==> config.mk <==
export PLATFORM = sky130hd
export DESIGN_NAME = dsm_capture
export DESIGN_NICKNAME = d
export VERILOG_FILES = /design/src/rtl/dsm_capture.sv
export SDC_FILE = /design/constraint.sdc
export NUM_CORES = 1
export LEC_CHECK = 0
export CORE_ASPECT_RATIO = 0.6
export CORE_MARGIN = 2
export CORE_UTILIZATION = 40
export CTS_CLUSTER_DIAMETER = 30
export DETAILED_ROUTE_END_ITERATION = 10
export HOLD_SLACK_MARGIN = 0.1
export PLACE_DENSITY = 0.54
export SYNTH_ARGS = -nofsm -noshare
export SYNTH_HDL_FRONTEND = slang
export SYNTH_SLANG_ARGS = --single-unit
==> constraint.sdc <==
create_clock -name internal_clk -period 3.6 [get_ports internal_clk]
set_clock_uncertainty 0.1 [all_clocks]
set_input_delay 0.54 -clock internal_clk [delete_from_list [all_inputs] [get_ports internal_clk]]
set_output_delay 0.54 -clock internal_clk [all_outputs]
set_load 0.02 [all_outputs]
==> src/rtl/dsm_capture.sv <==
// dsm_capture: one-shot capture buffer for internal DSM modulator samples.
// The block is armed, records SAMPLES entries from dsm_in/dsm_valid, drains
// them in index order through a valid/ready read port, then returns to idle.
// Optional trigger: define DSM_TRIGGER_EN to wait for dsm_in == trig_pattern
// before capture starts (the matching sample becomes entry 0).
module dsm_capture #(
   parameter int MOD_BITS = 4,
   parameter int SAMPLES  = 16
) (
   input  logic                         internal_clk,
   input  logic                         internal_rst_n,
   input  logic [MOD_BITS-1:0]          dsm_in,
   input  logic                         dsm_valid,
   input  logic                         arm,
   input  logic                         abort,
   input  logic [MOD_BITS-1:0]          trig_pattern,
   output logic [MOD_BITS-1:0]          rd_data,
   output logic                         rd_valid,
   input  logic                         rd_ready,
   output logic                         rd_last,
   output logic                         busy,
   output logic                         done,
   output logic [$clog2(SAMPLES+1)-1:0] count
);

   localparam int PTR_W = $clog2(SAMPLES);
   localparam int CNT_W = $clog2(SAMPLES + 1);
   localparam logic [PTR_W-1:0] LAST_IDX = PTR_W'(SAMPLES - 1);

   typedef enum logic [1:0] {
      IDLE    = 2'd0,
`ifdef DSM_TRIGGER_EN
      ARMED   = 2'd1,
`endif
      CAPTURE = 2'd2,
      READOUT = 2'd3
   } state_t;

   state_t               state, next_state;
   logic [MOD_BITS-1:0]  mem [SAMPLES];
   logic [PTR_W-1:0]     wr_ptr, rd_ptr, next_rd;
   logic                 clr, wr_en, enter_rd, xfer;

`ifndef DSM_TRIGGER_EN
   // The trigger value is only consumed when the trigger option is built.
   logic unused_trig;
   assign unused_trig = ^trig_pattern;
`endif

   assign busy    = (state != IDLE);
   assign next_rd = rd_ptr + 1'b1;

   // State register.
   // NOTE: sequential state uses non-blocking (<=) so every flop samples pre-edge values.
   always_ff @(posedge internal_clk) begin
      if (!internal_rst_n) state <= IDLE;
      else                 state <= next_state;
   end

   // Next-state decode plus datapath strobes; abort overrides everything.
   // NOTE: every output gets a default first, so no path can infer a latch.
   always_comb begin
      next_state = state;
      clr        = 1'b0;
      wr_en      = 1'b0;
      enter_rd   = 1'b0;
      xfer       = 1'b0;
      if (abort) begin
         next_state = IDLE;
         clr        = 1'b1;
      end else begin
         case (state)
            IDLE: begin
               if (arm) begin
                  clr = 1'b1;
`ifdef DSM_TRIGGER_EN
                  next_state = ARMED;
`else
                  next_state = CAPTURE;
`endif
               end
            end
`ifdef DSM_TRIGGER_EN
            ARMED: begin
               if (dsm_valid && (dsm_in == trig_pattern)) begin
                  wr_en      = 1'b1;
                  next_state = CAPTURE;
               end
            end
`endif
            CAPTURE: begin
               if (dsm_valid) begin
                  wr_en = 1'b1;
                  if (wr_ptr == LAST_IDX) begin
                     enter_rd   = 1'b1;
                     next_state = READOUT;
                  end
               end
            end
            READOUT: begin
               if (rd_valid && rd_ready) begin
                  xfer = 1'b1;
                  if (rd_last) next_state = IDLE;
               end
            end
            default: next_state = IDLE;
         endcase
      end
   end

   // Sample storage write port.
   // NOTE: the buffer is deliberately not reset; contents are don't-care until written.
   always_ff @(posedge internal_clk) begin
      if (wr_en) mem[wr_ptr] <= dsm_in;
   end

   // Pointers, fill count and the registered read port.
   always_ff @(posedge internal_clk) begin
      if (!internal_rst_n) begin
         wr_ptr   <= '0;
         rd_ptr   <= '0;
         count    <= '0;
         rd_data  <= '0;
         rd_valid <= 1'b0;
         rd_last  <= 1'b0;
         done     <= 1'b0;
      end else begin
         done <= 1'b0;
         if (clr) begin
            wr_ptr   <= '0;
            rd_ptr   <= '0;
            count    <= '0;
            rd_valid <= 1'b0;
            rd_last  <= 1'b0;
         end else begin
            if (wr_en) begin
               // Hold at the last index; the buffer never wraps.
               if (wr_ptr != LAST_IDX) wr_ptr <= wr_ptr + 1'b1;
               count <= count + CNT_W'(1);
            end
            if (enter_rd) begin
               // Entry 0 was written on an earlier edge (SAMPLES >= 2).
               rd_valid <= 1'b1;
               rd_data  <= mem[0];
               rd_last  <= 1'b0;
            end
            if (xfer) begin
               count <= count - CNT_W'(1);
               if (rd_last) begin
                  rd_valid <= 1'b0;
                  rd_last  <= 1'b0;
                  done     <= 1'b1;
               end else begin
                  rd_ptr  <= next_rd;
                  rd_data <= mem[next_rd];
                  rd_last <= (next_rd == LAST_IDX);
               end
            end
         end
      end
   end

endmodule
==> results.ini, run 1 <==
[status]
status=finished clean

[clocking]
htreeDepth=3
clock-sinks=86
cts_tree=built
postCtsSetupBuffers=0
cts-resized-gates=0
clk_pin_slew_ns=0.06
insertion_delay_ns=0.34
cts_hold_buf=0
numCtsBuffers=9
cts_root_buf=clkbuf_16
cts.path.max_buffers=2

[floorplanning]
core_mm2=0.00905
die_y_um=78.2
ios=27
die_w_um=128
start_util_pct=40.5
dieArea_mm2=0.00998
rows=27

[hold_path]
hold_path_class=reg2reg
hold_start=rd_last
whs_path_depth=2
hold-path-endpoint=done

[synth]
yosys_most_used_dff=edfxtp_1
ys_types=45
synthTopCellsByArea=edfxtp_1 (52%), dfxtp_1 (12%), mux4_2 (6.8%)
syn_nets=269
netlist.area_leader.share_pct=52.4
synth_top_cell_by_area=edfxtp_1
ys_ff_latch=86
synthCells=248
synth_edf_count=64
syn-cell-area_mm2=0.00367
ys.warnings.count=0
ys_async_sr_fraction_pct=0
ys_seq_area_share_pct=64.4
avgSynthCellArea_um2=14.8

[critical_path]
reg2reg_to=rd_data[3]
cp-start-kind=register
worstPathArrival_ns=2.69
path_class=reg2reg
rr_worst_depth=7
r2r_slack_ns=1.04
cp_data_required_time_ns=3.73
cp-end-kind=register
path_max_fanout=14
reg2reg_from=rd_ptr[1]

[sta]
rsz0062_at_grt=false
worst_pin_slew_ns=0.808
worst_slew_margin_rel_pct=45.7
fin_hold_ws_ns=0.406
clock.fmax_mhz=391
finalCriticalPeriod_ns=2.56
hold_viol=0
fin_tns_setup_ns=0
post-route-period-util_pct=71.0
setup_violations=0
slew_violations=0

[grt]
grt_first_pass_wirelength_um=12300
grt_pass1_vias=2082
antenna_found_initial=0
grt_overflow=0
grt_start_max_net_pins=17
gr-usage-all-layers_pct=17.2

[final_layout]
layout_commonest_cell=edfxtp_1
mostFrequentLayoutCells=edfxtp_1 (64), nor2_1 (27), dfxtp_1 (22), clkdlybuf4s50_1 (22), nand2_1 (20)
drive_above_1_share_pct=14.1
area_growth_pct=18.7
diodes=0
layout.nets=299

[pwr]
power_density_mw_per_mm2=473
power.total_w=0.00206
vdd_drop_max_mv=0.291
power_leakage_nw=1.42

[routing]
vias_per_cell=5.28
wl_per_cell_um=19.2
first_iter_violations=227
drc_errors=0
vias=2106
ant_nets=0
route.final.wire_length_um=7680
first_pass_iters=4

[job]
cap_violations=0

[placed_design]
gp_congestion=0.788
port_buffers=22
dpl.hpwl_um=5420

## state kept, by name, indices dropped and copies added (netlist names)
name and count:
count 5, mem 64, rd_valid 1, wr_ptr 4, rd_data 4, done 1
state 2, rd_last 1, rd_ptr 4
## cell families after synthesis
family,after synthesis,share of synthesized area [%]
buffers and inverters,13,1.57
DFF,86,64.4
adders and majority gates,7,2.39
xor gates and xnor gates,12,3.07
AOI/OAI and AO/OA,23,3.75
and+or+nand+nor,81,10.7
muxes,26,14.1
## cell type report
cell class,instances,area [µm²]
Fill cell,815,4700
Sequential cell,86,2360
Multi-Input combinational cell,149,1250
Clock buffer,11,275
Timing Repair Buffer,28,265
Tap cell,116,145
Clock inverter,5,43.8
Inverter,4,15.0
## layer usage
layer  vias to the layer above  GRT usage [%]  wire [µm]
li1                       1008              -          -
met1                      1056           27.6       4130
met2                        34           21.9       3020
met3                         8           4.70        432
met4                         0           5.60         93
met5                         -              0          0
## worst max-delay path by stage
stage | cells past startpoint | startpoint | end | slack, ns
after floorplan | 9 | rd_ptr[0] | rd_data[0] | 0.68
after detailed placement | 6 | abort | rd_data[2] | 0.73
after global placement | 6 | abort | rd_data[2] | 0.73
after global routing | 8 | rd_ptr[0] | rd_data[3] | 0.86
final | 7 | rd_ptr[1] | rd_data[3] | 1.04
after CTS | 8 | rd_ptr[0] | rd_data[3] | 1.0
## cells in the mapped netlist (all sizes together) (2+ instances only)
library cell   n
xor2           6
buf            3
nor3           5
nand2         20
a21boi         3
dfxtp         22
and4           2
mux4          18
clkbuf         6
inv            4
xnor2          6
a21oi          7
mux2           4
nor2b          3
nand3          7
mux2i          4
or2            3
nand4          3
nor2          28
edfxtp        64
o21ai          8
nand2b         2
ha             7
## report_power, final
part / internal [W] / switching [W]
sequential: 0.00106 / 0.00000124
clock: 0.000561 / 0.000398
combinational: 0.0000139 / 0.0000210
## critical path, stage by stage, from the launching register on
cell and delay [ns]:
dfxtp_1 0.40, ha_1 0.29, xor2_2 0.14, buf_4 0.28
mux4_2 0.60, mux4_2 0.50, nand2_1 0.08, a21boi_1 0.05
## stage by stage
step / worst slack (ns) / instances / cell area (µm²) / util [%]
global route: 0.857 / 399 / 4360 / 48.1
CTS: 1.00 / 399 / 4360 / 48.1
finish: 1.04 / 399 / 4360 / 48.1
floorplan: 0.680 / 248 / 3670 / -
detailed placement: 0.729 / 383 / 4040 / 44.6
global placement: 0.726 / 383 / 4040 / 44.6
(Power assumes the default switching activity.)
==> inputs of run 2 (changes only) <==
clock period = 2.5 ns   (was 3.6 ns; I/O delays follow)
==> results.ini, run 2 (same netlist as run 1, synthesis figures left out) <==
[placed_design]
gp_congestion=0.770
dpl.hpwl_um=5520
port_buffers=22

[clocking]
cts.path.max_buffers=2
numCtsBuffers=9
insertion_delay_ns=0.33
htreeDepth=3
clk_pin_slew_ns=0.06
clock-sinks=86
cts_root_buf=clkbuf_16
cts_tree=built
cts_hold_buf=0

[final_layout]
layout_commonest_cell=edfxtp_1
top_register=mem
largest_reg_flops=64
drive_above_1_share_pct=20.0
mostFrequentLayoutCells=edfxtp_1 (64), nor2_1 (27), buf_4 (27)
area_growth_pct=22.7
reg.largest.list=mem (64), count (5)
diodes=0
layout.nets=322

[pwr]
p_sw_share_pct=19.7
power_frac_comb_pct=1.9
internal_power_w=0.00221
power.total_w=0.00276
power_leakage_nw=1.53
p_sw_w=0.000545
power_density_mw_per_mm2=613
power_frac_seq_pct=55.6
clkPwrFrac_pct=42.5
vdd_drop_max_mv=0.345

[critical_path]
cp_data_required_time_ns=2.62
path_class=reg2reg
r2r_slack_ns=0.11
cp-start-kind=register
path_max_fanout=12
cp-end-kind=register
worstPathArrival_ns=2.51

[sta]
finalCriticalPeriod_ns=2.39
worst_pin_slew_ns=0.699
rsz0062_at_grt=false
fin_tns_setup_ns=0
post-route-period-util_pct=95.8
slew_violations=0
worst_slew_margin_rel_pct=53.1
hold_viol=0
setup_violations=0
clock.fmax_mhz=418

[routing]
first_iter_violations=172
first_pass_iters=4
ant_nets=0
route.final.wire_length_um=7810
wl_per_cell_um=18.6
drc_errors=0
vias_per_cell=5.12
vias=2154

[floorplanning]
start_util_pct=40.5
ios=27
die_y_um=78.2
rows=27
die_w_um=128
dieArea_mm2=0.00998
core_mm2=0.00905

[status]
status=finished clean

[grt]
grt_start_max_net_pins=17
grt_pass1_vias=2108
antenna_found_initial=0
grt_first_pass_wirelength_um=12300
grt_overflow=0
gr-usage-all-layers_pct=17.3

[job]
cap_violations=0

[hold_path]
hold_path_class=reg2reg

[run 2: changes by cell type in the layout (fill, tap and decap cells not counted), sizes merged]
cell,change
buf,+23
clkbuf,-1
clkinv,+5
clkinvlp,-2
inv,-3
[run 2: per-layer routing]
layer  GRT usage [%]  up-vias  wire length [µm]
met5               0        -                 0
met4            5.60        0                70
met3            4.91        7               320
met2            22.5       37              3090
met1            27.3     1061              4330
li1                -     1049                 -
[run 2: power groups by stage]
stage | clock, W | combinational [W] | sequential, W
6_report | 0.00117 | 0.0000515 | 0.00153
5_1_grt | 0.00127 | 0.0000569 | 0.00153
4_1_cts | 0.00120 | 0.0000526 | 0.00153
3_5_place_dp | 0 | 0.0000527 | 0.00157
3_3_place_gp | 0 | 0.0000523 | 0.00157
2_1_floorplan | 0 | 0.0000124 | 0.00156
[run 2: what timing repair did]
item,in CTS,in global routing
endpoints found under the hold margin,0,0
gates resized for setup,0,2
setup endpoints to repair,0,3
setup buffers,0,2
[run 2: worst max-delay path, cell delays in order, from the launching register on]
cell	delay [ns]
dfxtp_1	0.41
ha_4	0.19
xor2_2	0.18
buf_12	0.18
mux4_2	0.57
mux4_2	0.49
nand2_1	0.09
a21boi_1	0.06
[run 2: cell type report]
cell class	count	area (µm²)
Fill cell	801	4550
Sequential cell	86	2360
Multi-Input combinational cell	149	1260
Timing Repair Buffer	51	463
Clock buffer	10	229
Tap cell	116	145
Clock inverter	5	27.5
Inverter	4	15.0
[run 2: worst paths after layout]
| path | start | end | depth (start not counted) |
|---|---|---|---|
| worst max-delay path | rd_ptr[0] | rd_data[3] | 7 |
| worst min-delay path | rd_last | done | 2 |
| worst max register to register | rd_ptr[0] | rd_data[3] | 7 |
| worst min register to register | rd_last | done | 2 |
[run 2: metrics by stage]
stage	setup slack, ns	hold slack [ns]	cells	util, %	area [µm²]
after floorplan	0.100	0.374	248	-	3670
after global placement	0.0143	0.402	404	46.6	4220
after detailed placement	0.0250	0.397	404	46.6	4220
after CTS	0.0520	0.406	419	49.4	4480
after global routing	0.0127	0.433	421	49.7	4500
final	0.106	0.413	421	49.7	4500
==> inputs of run 3 (changes only) <==
CORE_UTILIZATION = 35   (was 40)
PLACE_DENSITY = 0.48   (was 0.54)
==> results.ini, run 3 (same netlist as run 1, synthesis figures left out) <==
[status]
status=finished clean

[placed_design]
port_buffers=22
gp_congestion=0.733
numPlacedInstances=424
dpl.hpwl_um=5850

[floorplanning]
dieArea_mm2=0.0113
ios=27
rows=28
start_util_pct=36.6
die_y_um=83.3
core_mm2=0.0100
die_w_um=136

[final_layout]
diodes=0
layout_commonest_cell=edfxtp_1
top_register=mem
fillers=914
largest_reg_flops=64
mostFrequentLayoutCells=edfxtp_1 (64), nor2_1 (27), buf_4 (26)
layout.nets=321
area_growth_pct=23.1
drive_above_1_share_pct=19.3
reg.largest.list=mem (64), count (5)
fin_cells=440
fin_util_pct=45.1

[critical_path]
cp-end-kind=register
path_class=reg2reg
cp_data_required_time_ns=2.63
worstPathArrival_ns=2.51
cp-start-kind=register
path_max_fanout=14

[sta]
rsz0062_at_grt=false
hold_viol=0
slew_violations=0
post-route-period-util_pct=95.1
setup_violations=0
finalCriticalPeriod_ns=2.38
fin_tns_setup_ns=0
clock.fmax_mhz=420
worst_pin_slew_ns=0.655
worst_slew_margin_rel_pct=56.2

[grt]
grt_overflow=0
grt_pass1_vias=2115
antenna_found_initial=0
grt_first_pass_wirelength_um=12700
grt_start_max_net_pins=17
gr-usage-all-layers_pct=15.4

[pwr]
power.total_w=0.00280
power_leakage_nw=1.52
vdd_drop_max_mv=0.336
power_density_mw_per_mm2=619

[routing]
wl_per_cell_um=18.3
first_iter_violations=155
wl_met2_um=3160
route.final.wire_length_um=8070
wl_met3_um=235
top_signal_layer_used=met4
drc_errors=0
ant_nets=0
first_pass_iters=4
vias=2132
met1_length_um=4600
vias_per_cell=4.85

[clocking]
numCtsBuffers=9
clk_pin_slew_ns=0.06
postCtsSetupBuffers=0
cts.path.max_buffers=2
cts_root_buf=clkbuf_16
htreeDepth=3
cts_hold_buf=0
clock-sinks=86
insertion_delay_ns=0.34
cts_tree=built

[job]
cap_violations=0

[hold_path]
hold_path_class=reg2reg

run 3: area by class of cell:
type / instances / area [µm²] / area share, %
clock buffer: 14 / 254 / 5.62
clock inverter: 2 / 10.0 / 0.222
inverter: 4 / 15.0 / 0.332
multi-input combinational: 149 / 1250 / 27.7
sequential: 86 / 2360 / 52.3
tap: 135 / 169 / 3.74
timing repair buffer: 50 / 455 / 10.1
run 3: path summary, 6_finish.rpt:
path         startpoint  cells past startpoint  slack, ns         end
max           rd_ptr[0]                      7       0.12  rd_data[3]
min             rd_last                      2       0.41        done
min reg2reg     rd_last                      2       0.41        done
max reg2reg   rd_ptr[0]                      7       0.12  rd_data[3]
run 3: routing by layer:
metal | global-route usage, % | vias to the layer above
met2 | 19.2 | 28
met4 | 3.98 | 0
met1 | 25.5 | 1050
met3 | 4.21 | 10
met5 | 0 | -
li1 | - | 1044
run 3: worst max-delay path, stage by stage (launching register included):
cell	delay, ns
dfxtp_1	0.34
ha_2	0.23
xor2_2	0.20
buf_12	0.19
mux4_2	0.57
mux4_2	0.49
nand2_1	0.08
a21boi_1	0.05
run 3: report_power, final:
group | switching (W) | leakage, nW | internal, W | total, W
logic | 0.0000320 | 0.642 | 0.0000223 | 0.0000542
registers | 0.00000167 | 0.752 | 0.00153 | 0.00153
clock network | 0.000510 | 0.131 | 0.000698 | 0.00121
run 3: timing repair:
action / CTS / global route
endpoints found under the hold margin: 0 / 0
resized for setup: 0 / 1
endpoints found under the setup margin: 0 / 2
run 3: per-stage QoR:
step	hold WS (ns)	setup WS, ns	area [µm²]
2_1_floorplan	0.374	0.100	3670
3_3_place_gp	0.403	0.0175	4250
3_5_place_dp	0.399	0.0145	4250
4_1_cts	0.410	0.0814	4510
5_1_grt	0.434	0.0128	4520
6_report	0.413	0.122	4520
==> RTL edit 1, RTL diff (settings of run 1) <==
The option `DSM_TRIGGER_EN` is turned on by a define.
--- a/src/rtl/dsm_capture.sv
+++ b/src/rtl/dsm_capture.sv
@@ -3,6 +3,8 @@
 // them in index order through a valid/ready read port, then returns to idle.
 // Optional trigger: define DSM_TRIGGER_EN to wait for dsm_in == trig_pattern
 // before capture starts (the matching sample becomes entry 0).
+`define DSM_TRIGGER_EN
+
 module dsm_capture #(
    parameter int MOD_BITS = 4,
    parameter int SAMPLES  = 16
Check against the original RTL: not equivalent (a bounded check fails within 4 cycles, from zero or initial values and one cycle with internal_rst_n low).
==> RTL edit 1 against run 1 <==
- register-to-register slack better by 80 ps
- synthesized area rose by 8.0%
- sequential cell count unchanged
- hold slack improved by 15 ps
- count of clock-buffer cells in the layout shrank 1
- core utilization rose by 0.15 points
- wire length is 16% higher
- non-clock buffer count is 10 higher
- design area grew 7.9%
- setup slack worse by 83 ps
Power is not compared: it rests on default switching activity, and its combinational part moved more than twofold at a synthesized area within 25%.
==> RTL edit 1: results <==
status:
  result_of_the_run: "complete, no violations"
layout:
  layout.nets: 349
  final_layout_size_suffix_gt1_frac: 0.141
  biggest_registers_after_layout: "mem x64, count x5"
power_and_ir_drop:
  p_leak_nw: 1.57
  ir_drop_mv: 0.255
critical_path:
  rr_startpoint: "state[0]"
  worst-path-max-fanout: 11
  critPathMaxStageDelay_ps: 530
  cpMaxStageDelayCell: "sky130_fd_sc_hd__clkdlybuf4s50_1"
  r2r-end: "count[4]"
  timing.reg2reg.worst_path_depth: 9
  setup.worst_path.start: "abort"
  setup.reg_to_reg.worst_slack_ps: 1120
  critical-path-top-delay-family: "buffers and inverters"
drt:
  wirelength_um: 8870
  drt-vias-per-instance: 5.23
  drt_iter0_drcs: 205
clock_tree:
  worst_setup_hold_path_clk_slew_ps: 60
  cts_root_buf: "sky130_fd_sc_hd__clkbuf_16"
grt:
  grt_pass1_vias: 2297
  groute.usage.overall: 0.179
  global_route_wire_length_before_repair_um: 13700
  maximum_number_of_pins_on_one_net_before_global_route_repair: 20
synthesis:
  netlist_top_cells_count: "sky130_fd_sc_hd__edfxtp_1 (64), sky130_fd_sc_hd__dfxtp_1 (22), sky130_fd_sc_hd__nor2_1 (21)"
  synth_seq_area_share: 0.596
  synth_top_cells_by_area: "sky130_fd_sc_hd__edfxtp_1 (49%), sky130_fd_sc_hd__dfxtp_1 (11%), sky130_fd_sc_hd__mux4_1 (5.3%), sky130_fd_sc_hd__mux4_2 (4.5%), sky130_fd_sc_hd__ha_1 (4.1%)"
  edff_count_synth: 64
  yosys.cell_types.count: 51
  postSynthNetCount: 310
  ys.warnings.count: 0
sta:
  timing.max_slew.rel_slack: 0.587
  whs_ps: 421
place:
  placement.io_buffers: 26
  place_congestion: 0.806
  dp_hpwl_um: 6380
hold_path:
  min_from: "state[1]"
  whs_path_depth: 2
  worst_case_hold_path_end_point: "state[1]"
[RTL edit 1: cell count changes after synthesis, sizes merged, moves of 3 or more]
| cell | run 1 | this run |
|---|---|---|
| o211ai | 0 | 3 |
| inv | 4 | 10 |
| nand3 | 7 | 10 |
| nand4b | 0 | 4 |
| nor2 | 28 | 22 |
| ha | 7 | 13 |
| nor3 | 5 | 11 |
| buf | 3 | 6 |
| mux2i | 4 | 9 |
| a21oi | 7 | 13 |
| xor2 | 6 | 3 |
[RTL edit 1: how the worst max path moves through the flow]
| stage | end | cells past startpoint |
|---|---|---|
| after floorplan | count[4] | 10 |
| after global placement | count[4] | 9 |
| after detailed placement | count[4] | 9 |
| after CTS | count[4] | 9 |
| after global routing | count[4] | 9 |
| final | count[4] | 9 |
[RTL edit 1: final cells by class]
class	count	area, um2
multi-input cells	177	1500
repair buffers	38	350
fillers	876	5040
clock inverters	6	47.5
clock buffers	10	229
inverters	10	37.5
flip-flops and latches	86	2360
well taps	135	169
[RTL edit 1: power breakdown]
part / internal, mW / switching, mW
Sequential: 1.06 / 0.00156
Clock: 0.472 / 0.379
Combinational: 0.0297 / 0.0408
Total: 1.57 / 0.421
[RTL edit 1: worst register-to-register path: stages, from the launching register on]
cell and delay (ps):
sky130_fd_sc_hd__dfxtp_1 400, sky130_fd_sc_hd__ha_1 280, sky130_fd_sc_hd__nand4b_4 240, sky130_fd_sc_hd__inv_2 240, sky130_fd_sc_hd__ha_1 310, sky130_fd_sc_hd__o31a_1 120, sky130_fd_sc_hd__or3_1 350, sky130_fd_sc_hd__o2111ai_1 100
sky130_fd_sc_hd__o31a_1 160, sky130_fd_sc_hd__nand3_1 70
[RTL edit 1: cell families (layout without fill, tap and decap cells)]
| logic type | count (synthesis) | after routing | share of synthesized area |
|---|---|---|---|
| AOI/OAI and AO/OA | 45 | 45 | 0.0780 |
| xor gates and xnor gates | 11 | 11 | 0.0291 |
| adders and majority gates | 13 | 13 | 0.0410 |
| buffers and inverters | 20 | 64 | 0.0243 |
| DFF | 86 | 86 | 0.596 |
| muxes | 27 | 27 | 0.129 |
| and+or+nand+nor | 81 | 81 | 0.103 |
[RTL edit 1: per-stage QoR]
| step | utilization | setup slack (ps) | instances | area, um2 |
|---|---|---|---|---|
| floorplan | - | 1300 | 283 | 3960 |
| global placement | 0.454 | 684 | 446 | 4420 |
| detailed placement | 0.454 | 619 | 446 | 4420 |
| CTS | 0.483 | 976 | 462 | 4700 |
| global route | 0.483 | 846 | 462 | 4700 |
| finish | 0.483 | 960 | 462 | 4700 |
[RTL edit 1: layer usage]
layer	share of wire	track usage
met3	0.056	0.0481
met4	0.0032	0.0484
met2	0.42	0.239
met5	0	0
met1	0.52	0.280
==> RTL edit 2, RTL diff (settings of run 1) <==
Made on the original files. The 3 states of `state_t` get a one-hot encoding in 3 bits.
--- a/src/rtl/dsm_capture.sv
+++ b/src/rtl/dsm_capture.sv
@@ -27,13 +27,13 @@
    localparam int CNT_W = $clog2(SAMPLES + 1);
    localparam logic [PTR_W-1:0] LAST_IDX = PTR_W'(SAMPLES - 1);
 
-   typedef enum logic [1:0] {
-      IDLE    = 2'd0,
+   typedef enum logic [2:0] {
+      IDLE    = 3'b001,
 `ifdef DSM_TRIGGER_EN
       ARMED   = 2'd1,
 `endif
-      CAPTURE = 2'd2,
-      READOUT = 2'd3
+      CAPTURE = 3'b010,
+      READOUT = 3'b100
    } state_t;
 
    state_t               state, next_state;
Check against the original RTL: no difference found for any inputs over 10 cycles, from zero or initial values and one cycle with internal_rst_n low; not proved beyond that.
==> RTL edit 2 against run 1 <==
- synthesized area decreased by 0.10%
- critical path type unchanged
- global-route usage grew 0.68 points
- sequential cell count rose by 1
- total power is 5.8% lower
- setup slack lost 65 ps
- via count grew 4.6%
- design area down 1.3%
- wire length increased by 5.8%
==> RTL edit 2: results <==
status:
  result_of_the_run: "complete, no violations"
synthesis:
  synth-compound-area-share: 0.0635
  synth_top_cells_by_area: "sky130_fd_sc_hd__edfxtp_1 (52%), sky130_fd_sc_hd__dfxtp_1 (13%), sky130_fd_sc_hd__mux4_2 (9.8%), sky130_fd_sc_hd__nor2_1 (2.9%), sky130_fd_sc_hd__ha_1 (2.4%)"
  postSynthNetCount: 278
  netlist_top_cells_count: "sky130_fd_sc_hd__edfxtp_1 (64), sky130_fd_sc_hd__nor2_1 (28), sky130_fd_sc_hd__dfxtp_1 (23)"
  post_synth_inst_count: 257
  yosys-mux-area-fraction: 0.112
  yosys.cell_types.count: 40
  synth_seq_area_share: 0.650
critical_path:
  rr_startpoint: "rd_ptr[0]"
  critical-path-top-delay-family: "adder cells"
  cp-endpoint: "rd_data[0]"
  cp.arrival_ps: 2760
  critPathMaxStageDelay_ps: 820
  worst-path-max-fanout: 17
  timing.reg2reg.worst_path_depth: 6
place:
  place_congestion: 0.826
  numPlacedInstances: 389
  dp_hpwl_um: 5670
power_and_ir_drop:
  ir_drop_mv: 0.281
  p_leak_nw: 1.43
layout:
  n_all_buffers: 29
  clock_buffer_cells: 12
  clock_cell_area_share: 0.0605
  area_share_nonclk_buffers: 0.0634
  final_layout_size_suffix_gt1_frac: 0.143
  layout.comb_gates.multi_input: 152
  multi_input_comb_area_mm2: 0.00121
  instances_no_fill: 405
  final.fill_count: 750
drt:
  drtPass1Iterations: 5
  drt_iter0_drcs: 176
  dr_total_vias: 2202
grt:
  grt_pass1_vias: 2104
  use_met2: 0.218
  grtUsageMet1: 0.291
clock_tree:
  cts_num_sinks: 87
hold_path:
  worst_case_hold_path_end_point: "count[4]"
RTL edit 2: changes by cell type in the layout (fill, tap and decap cells not counted), sizes merged, moves of 3 or more:
cell,change
a21o,+3
mux2,-3
o21ai,-5
clkinv,+4
nand3,-3
or2,-3
o221ai,+4
a21boi,-3
a211oi,+5
and3,+4
nor3,+4
RTL edit 2: power by group:
group          leakage [nW]  internal [mW]  switching [mW]
Sequential            0.760           1.08         0.00222
Combinational         0.538         0.0150          0.0244
Clock                 0.130          0.465           0.358
RTL edit 2: stage by stage:
step	setup slack [ps]	util	hold WS, ps	cell area [um2]
after global routing	772	0.495	429	4300
final	977	0.495	395	4300
after CTS	930	0.495	398	4300
after detailed placement	722	0.465	390	4040
after floorplan	945	-	387	3660
after global placement	748	0.465	381	4040
RTL edit 2: metal layers:
metal,part of all wire,routed length [um]
met2,0.39,3160
met5,0,0
met1,0.51,4160
met4,0.0038,31
met3,0.096,778
